[src/rtl/vita49_trig_logic.sv]
// Timed-start gate: opens samp_en when the registered TSF reaches the programmed trigger time.
// Optional build macro VITA49_TRIG_LATE_START_EN lets a late trigger fire instead of going to DONE.

module vita49_trig_logic #(
    parameter int CNT_W = 32
) (
    input  logic             samp_clk,
    input  logic             RESET,
    input  logic [63:0]      tsf,
    input  logic             in_valid,
    input  logic [31:0]      ctrl,
    input  logic [31:0]      trig_ts_hi,
    input  logic [31:0]      trig_ts_lo,
    input  logic [CNT_W-1:0] burst_len,
    output logic             samp_en,
    output logic             trig_pulse,
    output logic [31:0]      status,
    output logic [CNT_W-1:0] samples_left
);

    typedef enum logic [1:0] {
        IDLE  = 2'd0,
        ARMED = 2'd1,
        RUN   = 2'd2,
        DONE  = 2'd3
    } state_t;

    state_t           state;
    state_t           state_nxt;
    logic [2:0]       ctrl_p1;
    logic             arm_prev_p1;
    logic [63:0]      tsf_p1;
    logic [63:0]      trig_time;
    logic [CNT_W-1:0] cnt;
    logic             late_q;
    logic             done_q;
    logic             cont_q;
    logic             first_cmp_p1;
    logic             trig_pulse_p1;

    logic             arm_edge;
    logic             abort;
    logic             arm_take;
    logic             fire;
    logic             late_set;
    logic             done_set;
    logic             dec;
    logic             ctrl_unused;

    assign ctrl_unused = ^ctrl[31:3];
    assign arm_edge    = ctrl_p1[0] & ~arm_prev_p1;
    assign abort       = ctrl_p1[1];

    always_ff @(posedge samp_clk or posedge RESET) begin
        if (RESET) begin
            state <= IDLE;
        end else begin
            state <= state_nxt;
        end
    end

    // Abort wins over everything; the late test only applies on the first ARMED cycle.
    always_comb begin
        state_nxt = state;
        arm_take  = 1'b0;
        fire      = 1'b0;
        late_set  = 1'b0;
        done_set  = 1'b0;
        dec       = 1'b0;
        if (abort) begin
            state_nxt = IDLE;
        end else begin
            case (state)
                IDLE, DONE: begin
                    if (arm_edge) begin
                        arm_take  = 1'b1;
                        state_nxt = ARMED;
                    end
                end
                ARMED: begin
                    if (first_cmp_p1 && (tsf_p1 > trig_time)) begin
                        late_set = 1'b1;
`ifdef VITA49_TRIG_LATE_START_EN
                        fire     = 1'b1;
`else
                        state_nxt = DONE;
`endif
                    end else if (tsf_p1 >= trig_time) begin
                        fire = 1'b1;
                    end
                    if (fire) begin
                        if ((cnt == '0) && !cont_q) begin
                            state_nxt = DONE;
                            done_set  = 1'b1;
                        end else begin
                            state_nxt = RUN;
                        end
                    end
                end
                RUN: begin
                    if (!cont_q && in_valid && (cnt != '0)) begin
                        dec = 1'b1;
                        if (cnt == CNT_W'(1)) begin
                            state_nxt = DONE;
                            done_set  = 1'b1;
                        end
                    end
                end
                default: state_nxt = IDLE;
            endcase
        end
    end

    // ---- p1: registered ctrl / tsf, latched arm parameters, burst counter ----
    always_ff @(posedge samp_clk or posedge RESET) begin
        if (RESET) begin
            ctrl_p1       <= '0;
            arm_prev_p1   <= 1'b0;
            tsf_p1        <= '0;
            trig_time     <= '0;
            cnt           <= '0;
            late_q        <= 1'b0;
            done_q        <= 1'b0;
            cont_q        <= 1'b0;
            first_cmp_p1  <= 1'b0;
            trig_pulse_p1 <= 1'b0;
        end else begin
            ctrl_p1       <= ctrl[2:0];
            arm_prev_p1   <= ctrl_p1[0];
            tsf_p1        <= tsf;
            first_cmp_p1  <= arm_take;
            trig_pulse_p1 <= fire;
            if (arm_take) begin
                trig_time <= {trig_ts_hi, trig_ts_lo};
                cnt       <= burst_len;
                late_q    <= 1'b0;
                done_q    <= 1'b0;
                cont_q    <= ctrl_p1[2];
            end else begin
                if (dec) begin
                    cnt <= cnt - CNT_W'(1);
                end
                if (late_set) begin
                    late_q <= 1'b1;
                end
                if (done_set) begin
                    done_q <= 1'b1;
                end
            end
        end
    end

    always_comb begin
        samp_en      = (state == RUN);
        trig_pulse   = trig_pulse_p1;
        status       = {28'd0, done_q, late_q, state};
        samples_left = cnt;
    end

endmodule

[config.mk]
export PLATFORM = sky130hd
export DESIGN_NAME = vita49_trig_logic
export DESIGN_NICKNAME = d
export VERILOG_FILES = /design/src/rtl/vita49_trig_logic.sv
export SDC_FILE = /design/constraint.sdc
export NUM_CORES = 1
export LEC_CHECK = 0
export BUFFER_PORTS_ARGS = -buffer_cell sky130_fd_sc_hd__buf_2
export CAP_MARGIN = 20
export CORE_MARGIN = 2
export CORE_UTILIZATION = 54
export CTS_CLUSTER_SIZE = 16
export DETAILED_ROUTE_END_ITERATION = 16
export PLACE_DENSITY = 0.83
export SLEW_MARGIN = 20
export SYNTH_ARGS = -nofsm -noshare
export SYNTH_HDL_FRONTEND = slang
export SYNTH_SLANG_ARGS = --single-unit
[constraint.sdc]
create_clock -name samp_clk -period 7.85 [get_ports samp_clk]
set_input_delay 0 -clock samp_clk [delete_from_list [all_inputs] [get_ports samp_clk]]
set_output_delay 0 -clock samp_clk [all_outputs]
set_load 0.05 [all_outputs]
## Yosys cells after proc, flatten, opt, wreduce, memory -nomap -nowiden

Cells that the tools add are included.
Widths: inputs -> output; s select.

| storage, ports and cells | value |
|---|---|
| bits in registers | 171 |
| input bits | 195 |
| output and inout bits | 66 |

| cells by class | value |
|---|---|
| add/sub/neg operators | 1 |
| $lt $le $gt $ge | 2 |
| equal/unequal tests | 8 |
| muxes and demuxes | 35 |
| bitwise gates (word level) | 2 |
| reduce and logical (&&, ||, !) cells | 13 |

Operator list:

| kind | number |
|---|---|
| $ge 64x64->1 | 1 |
| $gt 64x64->1 | 1 |
| $mux 32 | 2 |
| $eq 32x1->1 const B | 1 |
| $logic_not 32->1 | 1 |
| $reduce_bool 32->1 | 1 |
| $sub 32x1->32 const B | 1 |
| $mux 1 | 25 |
| $mux 2 | 6 |
| $ne 3x1->1 const B | 2 |
| $pmux 2 s3 | 1 |
| $reduce_bool 2->1 | 3 |
| $eq 2x2->1 const B | 2 |
| $logic_and 1x1->1 | 4 |
| $ne 4x4->1 const B | 1 |
| $reduce_and 4->1 | 1 |
| $ne 3x3->1 const B | 1 |
| $eq 2x1->1 const B | 1 |
| $logic_not 2->1 | 1 |
| $pmux 1 s2 | 1 |
| $reduce_or 2->1 | 1 |
| $and 1x1->1 | 1 |
| $logic_not 1->1 | 1 |
| $not 1->1 | 1 |

## Longest topological paths before layout

Gate-level depths: netlist of the first run.

| logic depth | value |
|---|---|
| word-level depth | 10 |
| depth in mapped cells | 10 |

## Least setup slack after synthesis of the first run

OpenSTA, ideal clock, no wires.

| path | value |
|---|---|
| path kind | register -> register |
| start point | reg state[1] |
| end point | reg cnt[8], in the netlist samples_left[8] |
| library setup time | 0.083 ns |
| arrival | 2.715 ns |
| required time | 7.767 ns |
| slack | 5.053 ns |
| stages on the path, launching flop included | 8 |
| cells stage by stage | dfrtp_1 ha_1 nand3b_1 a31oi_2 nand2_1 or4_1 xor2_1 o21ai_0 |

RTL lines:

| item | RTL line | RTL |
|---|---|---|
| start: declaration | 28 | `state_t state;` |
| start signal: assignment | 58 | `state <= state_nxt;` |
| $eq 2x2->1 | -- |  |
| via samp_en | 15 | `output logic samp_en,` |
| $mux 1 | 73 | `case (state)` |
| $mux 1 | 70 | `if (abort) begin` |
| $reduce_bool 2->1 (no line) | -- |  |
| end signal: assignment | 135 | `cnt <= burst_len;` |
| end signal: assignment | 141 | `cnt <= cnt - CNT_W'(1);` |
| end: declaration | 34 | `logic [CNT_W-1:0] cnt;` |

The timed path passes the listed nets, and every way through them passes these cells.
A chain may end at the register's enable or synchronous reset.

## Worst setup path in the final report of the first run

| path | value |
|---|---|
| start point | reg trig_time[38] |
| end point | reg state[1] |

| on the way | value |
|---|---|
| word-level cells in the longest chain between the ends | 8 |

Ends and longest elaborated chain:

| item | RTL line | RTL |
|---|---|---|
| start: declaration | 33 | `logic [63:0] trig_time;` |
| start signal: assignment | 134 | `trig_time <= {trig_ts_hi, trig_ts_lo};` |
| $ge 64x64->1 or $gt 64x64->1 (tied branches) | 88, 81 |  |
| $mux 1 or $logic_and 1x1->1 (tied branches) | 88, 81 |  |
| $mux 1 | 81 | `if (first_cmp_p1 && (tsf_p1 > trig_time)) begin` |
| $mux 1 | 73 |  |
| $mux 1 | 70 |  |
| $mux 2 | 91 | `if (fire) begin` |
| $pmux 2 s3 | 73 |  |
| $mux 2 | 70 |  |

Several ways; a longest one is shown, not always the timed one. The select of a mux whose other input is x is not followed.

==> results.md, run 1 <==
- Status: finished, final reports clean
- R2r worst-path depth: 8
- Final ANT Viol Nets: 0
- Worst VDD drop: 0.223 mV
- Crit path arrival time: 3310 ps
- Top FF cell, synth: dfrtp_1
- Pint: 2230 uW
- Worst setup EP type: flop
- Pwr Density: 330 nW/um^2
- CTS tree: yes
- Critical Path RT: 8160 ps
- Routed len/inst: 18.0 um
- Fin Clk Skew: 9.65 ps
- Startpoint types: flop
- Psw: 1540 uW
- Switching part of the total: 40.8%
- Drt pass-1 iters: 5
- Slew HR: 46.6%
- Pins Over Slew Limit: 0
- Clk buf depth: 2
- Gate power share: 40.4%
- Yosys Warn Count: 0
- Avg Vias per Cell: 5.41
- Cell taking the most area after synthesis: dfrtp_1
- Grt total ovfl: 0
- I/O pin count: 261
- Tot GR Track Use: 31.6%
- Initial Util: 55.4%
- Distinct cell type count after synthesis: 54
- Syn Area/Cell: 10.3 um^2
- Post-synth top cells: dfrtp_1 (171), nand2_1 (118), o21ai_0 (97), inv_1 (76), ha_1 (68)
- Final period utilization: 38.2%
- Share of cells above drive strength 1: 21.8%
- Yosys top cell area share: 53.1%
- Worst-path clk slew: 70 ps
- Count leader, synth: dfrtp_1
- Setup TNS: 0 ps
- Async set-or-reset flop fraction in the synthesized netlist: 100%
- Fmax: 334 MHz
- CP Max Fanout: 4
- # rows: 44
- Sequential area share after synthesis: 53.1%
- Clock sinks: 171
- H-tree Lvls: 4
- Gate Count Post-Synth: 785
- Worst-Skew Late Latency: 430 ps
- Layout area overhead: 41.5%
- Die Area: 15900 um^2
- Placeable Area: 14500 um^2
- Remaining DRCs: 0
- RSZ-0062 raised after global routing: false
- Final worst path period need: 3000 ps
- Register-to-register setup slack: 4850 ps
- Max-cap violations: 0
- Vert. Die Dim: 126 um
- Setup CP Type: reg2reg
- Root Buffer: clkbuf_16
- Detailed Route Iter0 Violations: 496
- Total CTS buffers: 17
- Final Util: 78.5%
- Netlist Area Pre-Place: 8060 um^2
- Sequential share of power: 35.7%
- Clk pwr share: 23.9%
- Least-Margin Pin Slew: 801 ps
- Number of synthesized flops with an enable pin: 0
- Hold Path Origin: tsf[43]
- Final Hold Vio Count: 0
- Final GP Congestion: 0.814
- Hold path endpoint: tsf_p1[43]
- Yosys reg bits: 171
- Post_cts resized: 0
- Die width: 126 um
- Final WL: 24300 um
- Initial antenna violation count: 5
- # port buffers: 203
- WHS Path Cells: 2
- Vias in the first global route: 7876
- Reg2reg end: state[1]
- Detail Placement HPWL: 12700 um
- Leakage power: 0.00540 uW
- Via count: 7300
- Synth top area cells: dfrtp_1 (53%), ha_1 (11%), o21ai_0 (6.0%), nand2_1 (5.5%), inv_1 (3.5%)
- Nets: 1410
- First-pass GRT wire length: 39200 um
- Final setup viols: 0
- Largest net degree at the start of global routing: 125
- Hold Crit Class: in2reg
- R2r startpoint: trig_time[38]
==> power by group through the flow <==
stage | clock [uW] | combinational (uW) | sequential [uW]
after floorplan | 0 | 758 | 1610
after global placement | 0 | 1320 | 1330
after detailed placement | 0 | 1370 | 1340
after CTS | 903 | 1460 | 1330
after global routing | 949 | 1660 | 1370
final | 901 | 1520 | 1340
==> metal layers <==
layer | up-vias | track usage, % | wire, um
li1 | 3345 | - | -
met3 | 113 | 7.52 | 1640
met4 | 0 | 15.9 | 1200
met1 | 3477 | 34.8 | 8760
met5 | - | 0 | 0
met2 | 365 | 56.8 | 12700
==> flip-flops by register name (all words and copies together), names as in the netlist <==
name          flops
done_q            1
state             2
first_cmp_p1      1
cont_q            1
ctrl_p1           3
late_q            1
trig_time        64
samples_left     32
tsf_p1           64
trig_pulse        1
arm_prev_p1       1
==> what timing repair did <==
action,in CTS,in global routing
hold buffers,164,0
endpoints found under the hold margin,249,0
setup buffers,0,0
setup endpoints to repair,0,0
==> critical path, cell delays in order (launching register included) <==
cell and delay (ps):
dfrtp_1 330, inv_1 50, ha_1 310, nand4_1 210
nor4_1 660, nand4_1 260, or3_1 480, a31oi_2 260
mux2_4 320
==> cell type report <==
class,count,area (um^2)
Clock inverter,11,168
Timing Repair Buffer,369,2680
Antenna cell,5,12.5
Fill cell,852,3130
Inverter,77,297
Clock buffer,21,460
Sequential cell,171,4280
Multi-Input combinational cell,511,3280
Tap cell,184,230
==> logic make-up (layout without fill, tap and decap cells) <==
group,after synthesis,count (layout),share of synthesized area (%)
adders and majority gates,68,68,10.6
buffers and inverters,130,478,7.47
muxes,1,1,0.186
DFF,171,171,53.1
and+or+nand+nor,226,226,14.1
xor gates and xnor gates,30,30,3.26
other,1,33,0.0465
AOI/OAI and AO/OA,158,158,11.3
==> per-stage QoR <==
stage	total power (uW)	instances	worst slack (ps)	hold WS [ps]	instance area, um^2
CTS	3690	1344	4650	194	11400
floorplan	2360	812	3220	31.4	8160
finish	3770	1349	4850	209	11400
global route	3980	1349	4630	195	11400
global placement	2650	1148	4710	108	9110
detailed placement	2710	1148	4680	109	9110
==> placed cells by master (no fill, tap or decap), types with 6 or more instances in the layout <==
cell type      count
buf_2            203
dfrtp_1          171
dlygate4sd3_1    164
nand2_1          118
o21ai_0           97
inv_1             74
ha_1              68
conb_1            28
a21oi_1           24
nand4_1           18
nor2_1            18
clkbuf_16         17
xnor2_1           16
nor3_1            14
xor2_1            14
nor4_1            10
nand3_1           10
or3_1              8
a21o_1             7
o21ai_1            6
==> worst max path at each step <==
| stage | start | endpoint | slack [ps] | cells after the start |
|---|---|---|---|---|
| final | trig_time[38] | state[1] | 4850 | 8 |
| after floorplan | RESET | arm_prev_p1 | 3220 | 1 |
| after CTS | state[0] | samples_left[10] | 4650 | 6 |
| after global placement | state[0] | samples_left[0] | 4710 | 7 |
| after detailed placement | state[1] | samples_left[2] | 4680 | 5 |
| after global routing | state[0] | samples_left[11] | 4630 | 6 |
(Power assumes the default switching activity.)
==> run 2: changes to the inputs <==
--- a/config.mk
+++ b/config.mk
@@ -5,13 +5,14 @@
 export SDC_FILE = /design/constraint.sdc
 export NUM_CORES = 1
 export LEC_CHECK = 0
+export ABC_AREA = 1
 export BUFFER_PORTS_ARGS = -buffer_cell sky130_fd_sc_hd__buf_2
 export CAP_MARGIN = 20
 export CORE_MARGIN = 2
-export CORE_UTILIZATION = 54
+export CORE_UTILIZATION = 52
 export CTS_CLUSTER_SIZE = 16
 export DETAILED_ROUTE_END_ITERATION = 16
-export PLACE_DENSITY = 0.83
+export PLACE_DENSITY = 0.8
 export SLEW_MARGIN = 20
 export SYNTH_ARGS = -nofsm -noshare
 export SYNTH_HDL_FRONTEND = slang
==> constraint.sdc (replaced) <==
create_clock -name samp_clk -period 3.08 [get_ports samp_clk]
set_input_delay 0 -clock samp_clk [delete_from_list [all_inputs] [get_ports samp_clk]]
set_output_delay 0 -clock samp_clk [all_outputs]
set_load 0.05 [all_outputs]
==> run 2 against run 1 <==
Compared with the run above:
- combinational power increased to 2.7 times the previous value
- critical path depth up 4
- first-iteration DRC count decreased by 21%
- utilization fell by 3.6 points
- sequential share of layout area decreased by 1.8 points
- non-clock buffer count is 4 higher
- sequential power is 150% higher
- routed wire length grew 2.3%
- clock power increased to 2.6 times the previous value
==> results.md, run 2 <==
- Vias in the first global route: 8382 (+6.4%)
- Initial Util: 53.6% (-1.9 points)
- Non-filler cells in the finished layout: 1584 (+17%)
- CP bufs+invs: 3 (+2)
- Final ANT Viol Nets: 0 (unchanged)
- Final period utilization: 84.8% (+47 points)
- Tot GR Track Use: 28.9% (-2.6 points)
- Slew HR: 63.5% (+17 points)
- Top FF cell, synth: dfrtp_1
- Crit-path cells: inv_1 -> ha_1 -> inv_2 -> nor2_4 -> nand2_2 -> nor2_4 -> nand2_2 -> o21a_4 -> nand3_4 -> nand2_4 -> inv_1 -> o21ai_0
- Initial antenna violation count: 1 (-4)
- Max-cap violations: 0 (unchanged)
- Pwr Density: 811 nW/um^2 (+150%)
- Async set-or-reset flop fraction in the synthesized netlist: 100% (unchanged)
- Post-synth top cells: nand2_1 (245), dfrtp_1 (171), inv_1 (120), nor2_1 (95), o21ai_0 (86)
- RSZ-0062 raised after global routing: false
- Nets: 1616 (+15%)
- Clk buf depth: 2 (unchanged)
- Vert. Die Dim: 132 um (+4.9%)
- Detail Placement HPWL: 14000 um (+9.9%)
- Post_cts resized: 0 (unchanged)
- Fin Clk Skew: 11.8 ps (+2.15 ps)
- Final WL: 24900 um (+2.3%)
- Post-CTS Setup Bufs: 0 (unchanged)
- Share of cells above drive strength 1: 19.5% (-2.3 points)
- Commonest non-fill, non-tap cell in the layout: nand2_1
- Switching part of the total: 41.6% (+0.73 points)
- Drt pass-1 iters: 5 (unchanged)
- Worst setup EP type: flop
- Yosys Warn Count: 0 (unchanged)
- Synth top area cells: dfrtp_1 (50%), nand2_1 (11%), ha_1 (9.9%), inv_1 (5.3%), o21ai_0 (5.0%)
- Critical Path RT: 3380 ps (-4780 ps)
- Worst-path clk slew: 70 ps (about the same)
- Hold path endpoint: samples_left[25]
- Die Area: 17500 um^2 (+10%)
- Final Instance Area: 12000 um^2 (+5.0%)
- Distinct cell type count after synthesis: 42 (-22%)
- Startpoint types: flop
- I/O pin count: 261 (unchanged)
- Clock sinks: 171 (unchanged)
- Largest stage delay on the critical path: 400 ps (-260 ps)
- First-pass GRT wire length: 40300 um (+2.8%)
- Placeable Area: 16000 um^2 (+10%)
- Critical-path top delay cell: dfrtp_1
- Gate Count Post-Synth: 990 (+26%)
- Routed len/inst: 15.7 um (-13%)
- Fmax: 383 MHz (+15%)
- Placed inst area: 9690 um^2 (+6.3%)
- Sequential area share after synthesis: 49.9% (-3.2 points)
- Least-Margin Pin Slew: 546 ps (-255 ps)
- CP Max Fanout: 48 (+44)
- Final Util: 74.9% (-3.6 points)
- Netlist Area Pre-Place: 8570 um^2 (+6.4%)
- Largest net degree at the start of global routing: 83 (-34%)
- H-tree Lvls: 4 (unchanged)
- Yosys top cell area share: 49.9% (-3.2 points)
- Pint: 5680 uW (+150%)
- WHS Path Cells: 6 (+4)
- Final Hold Vio Count: 0 (unchanged)
- Sequential share of power: 34.3% (-1.4 points)
- CP top delay family: simple AND/OR/NAND/NOR gates
- Final GP Congestion: 0.824 (+1.3%)
- Setup TNS: 0 ps (unchanged)
- Via count: 8066 (+10%)
- Worst setup path startpoint: samples_left[0]
- R2r worst-path depth: 12 (+4)
- Root Buffer: clkbuf_16
- Worst-Skew Late Latency: 430 ps (about the same)
- Clk pwr share: 24.2% (+0.3 points)
- Layout area overhead: 39.8%
- Final setup viols: 0 (unchanged)
- Hold Path Origin: in_valid
- Reg2reg end: samples_left[6]
- Remaining DRCs: 0 (unchanged)
- CTS tree: yes
- Crit path arrival time: 2910 ps (-400 ps)
- Syn Area/Cell: 8.66 um^2 (-16%)
- # port buffers: 203 (unchanged)
- Leakage power: 0.00595 uW (+10%)
- Detailed Route Iter0 Violations: 393 (-21%)
- Final worst path period need: 2610 ps (-384 ps)
- Total CTS buffers: 17 (unchanged)
- Gate power share: 41.5% (+1.1 points)
- Hold Crit Class: in2reg
- Number of synthesized flops with an enable pin: 0 (unchanged)
- Placed Cells: 1386 (+21%)
- Yosys reg bits: 171 (unchanged)
- Die width: 132 um (+4.9%)
- R2r startpoint: samples_left[0]
- Register-to-register setup slack: 470 ps (-4390 ps)
- Worst VDD drop: 0.469 mV (+110%)
- Cell taking the most area after synthesis: dfrtp_1
- Pins Over Slew Limit: 0 (unchanged)
- Most frequent cells in the layout: nand2_1 (245), buf_2 (203), dfrtp_1 (171)
- Avg Vias per Cell: 5.09 (-5.9%)
- # rows: 46 (+4.5%)
- Status: finished, final reports clean
- Setup CP Type: reg2reg
- Psw: 4040 uW (+160%)
- Count leader, synth: nand2_1
- Grt total ovfl: 0 (unchanged)
[run 2: cell count changes in the layout (fill, tap and decap cells not counted), moves of 6 or more]
cell | before | now
a21oi_1 | 24 | 36
a31oi_1 | 3 | 13
inv_1 | 74 | 118
nand2_1 | 118 | 245
nand3_1 | 10 | 29
nand4_1 | 18 | 5
nor2_1 | 18 | 95
nor3_1 | 14 | 7
nor4_1 | 10 | 2
o21ai_0 | 97 | 86
or2_2 | 1 | 7
or3_1 | 8 | 0
xnor2_1 | 16 | 4
xor2_1 | 14 | 3
[run 2: area by class of cell]
class                   count  area [um^2]
flip-flops and latches    171         4280
fillers                  1056         4020
multi-input cells         669         3580
repair buffers            373         2740
clock buffers              21          460
inverters                 121          460
well taps                 216          270
clock inverters            11          181
diodes                      2         5.00
[run 2: what timing repair did]
item / CTS / global route
hold buffers: 164 / 0
endpoints found under the hold margin: 184 / 0
endpoints found under the setup margin: 0 / 0
[run 2: cell families (layout without fill, tap and decap cells)]
kind of cell / after synthesis / count (layout) / synth area share [%]
XOR/XNOR: 7 / 7 / 0.715
flip-flops: 171 / 171 / 49.9
buffers and inverters: 177 / 526 / 9.48
AND/OR/NAND/NOR: 407 / 407 / 19.7
AO/OA/AOI/OAI: 159 / 159 / 10.2
other: 1 / 30 / 0.0438
adder cells (fa/ha/maj): 68 / 68 / 9.93
[run 2: power groups by stage]
| stage | registers (uW) | logic (uW) | clock network [uW] |
|---|---|---|---|
| after floorplan | 3930 | 2200 | 0 |
| after global placement | 3310 | 3530 | 0 |
| after detailed placement | 3340 | 3680 | 0 |
| after CTS | 3300 | 3870 | 2370 |
| after global routing | 3410 | 4450 | 2490 |
| final | 3330 | 4030 | 2350 |
[run 2: worst max-delay path by stage]
stage	depth (start not counted)	slack (ps)	end
after floorplan	13	770	samples_left[16]
after global placement	12	590	samples_left[6]
after detailed placement	12	460	samples_left[6]
after CTS	13	460	samples_left[25]
after global routing	12	230	samples_left[6]
final	12	470	samples_left[6]
[run 2: routing by layer]
| metal | vias up | share of wire, % | global-route usage [%] |
|---|---|---|---|
| met2 | 363 | 51 | 51.2 |
| met4 | 0 | 4.0 | 13.1 |
| met1 | 3791 | 40 | 34.0 |
| met5 | - | 0 | 0 |
| li1 | 3831 | - | - |
| met3 | 81 | 5.7 | 5.77 |
[run 2: metrics by stage]
stage               setup slack (ps)  total power, uW  hold WS, ps
floorplan                        767             6130         31.4
global placement                 585             6840         73.5
detailed placement               458             7020         82.3
CTS                              460             9550         71.7
global route                     231            10300         88.4
finish                           468             9720         89.0
[run 2: worst reg2reg max path, stage by stage, from the launching register on]
cell and delay (ps):
dfrtp_1 400, inv_1 140, ha_1 220, inv_2 60, nor2_4 100, nand2_2 90, nor2_4 200, nand2_2 100
o21a_4 250, nand3_4 100, nand2_4 280, inv_1 390, o21ai_0 150
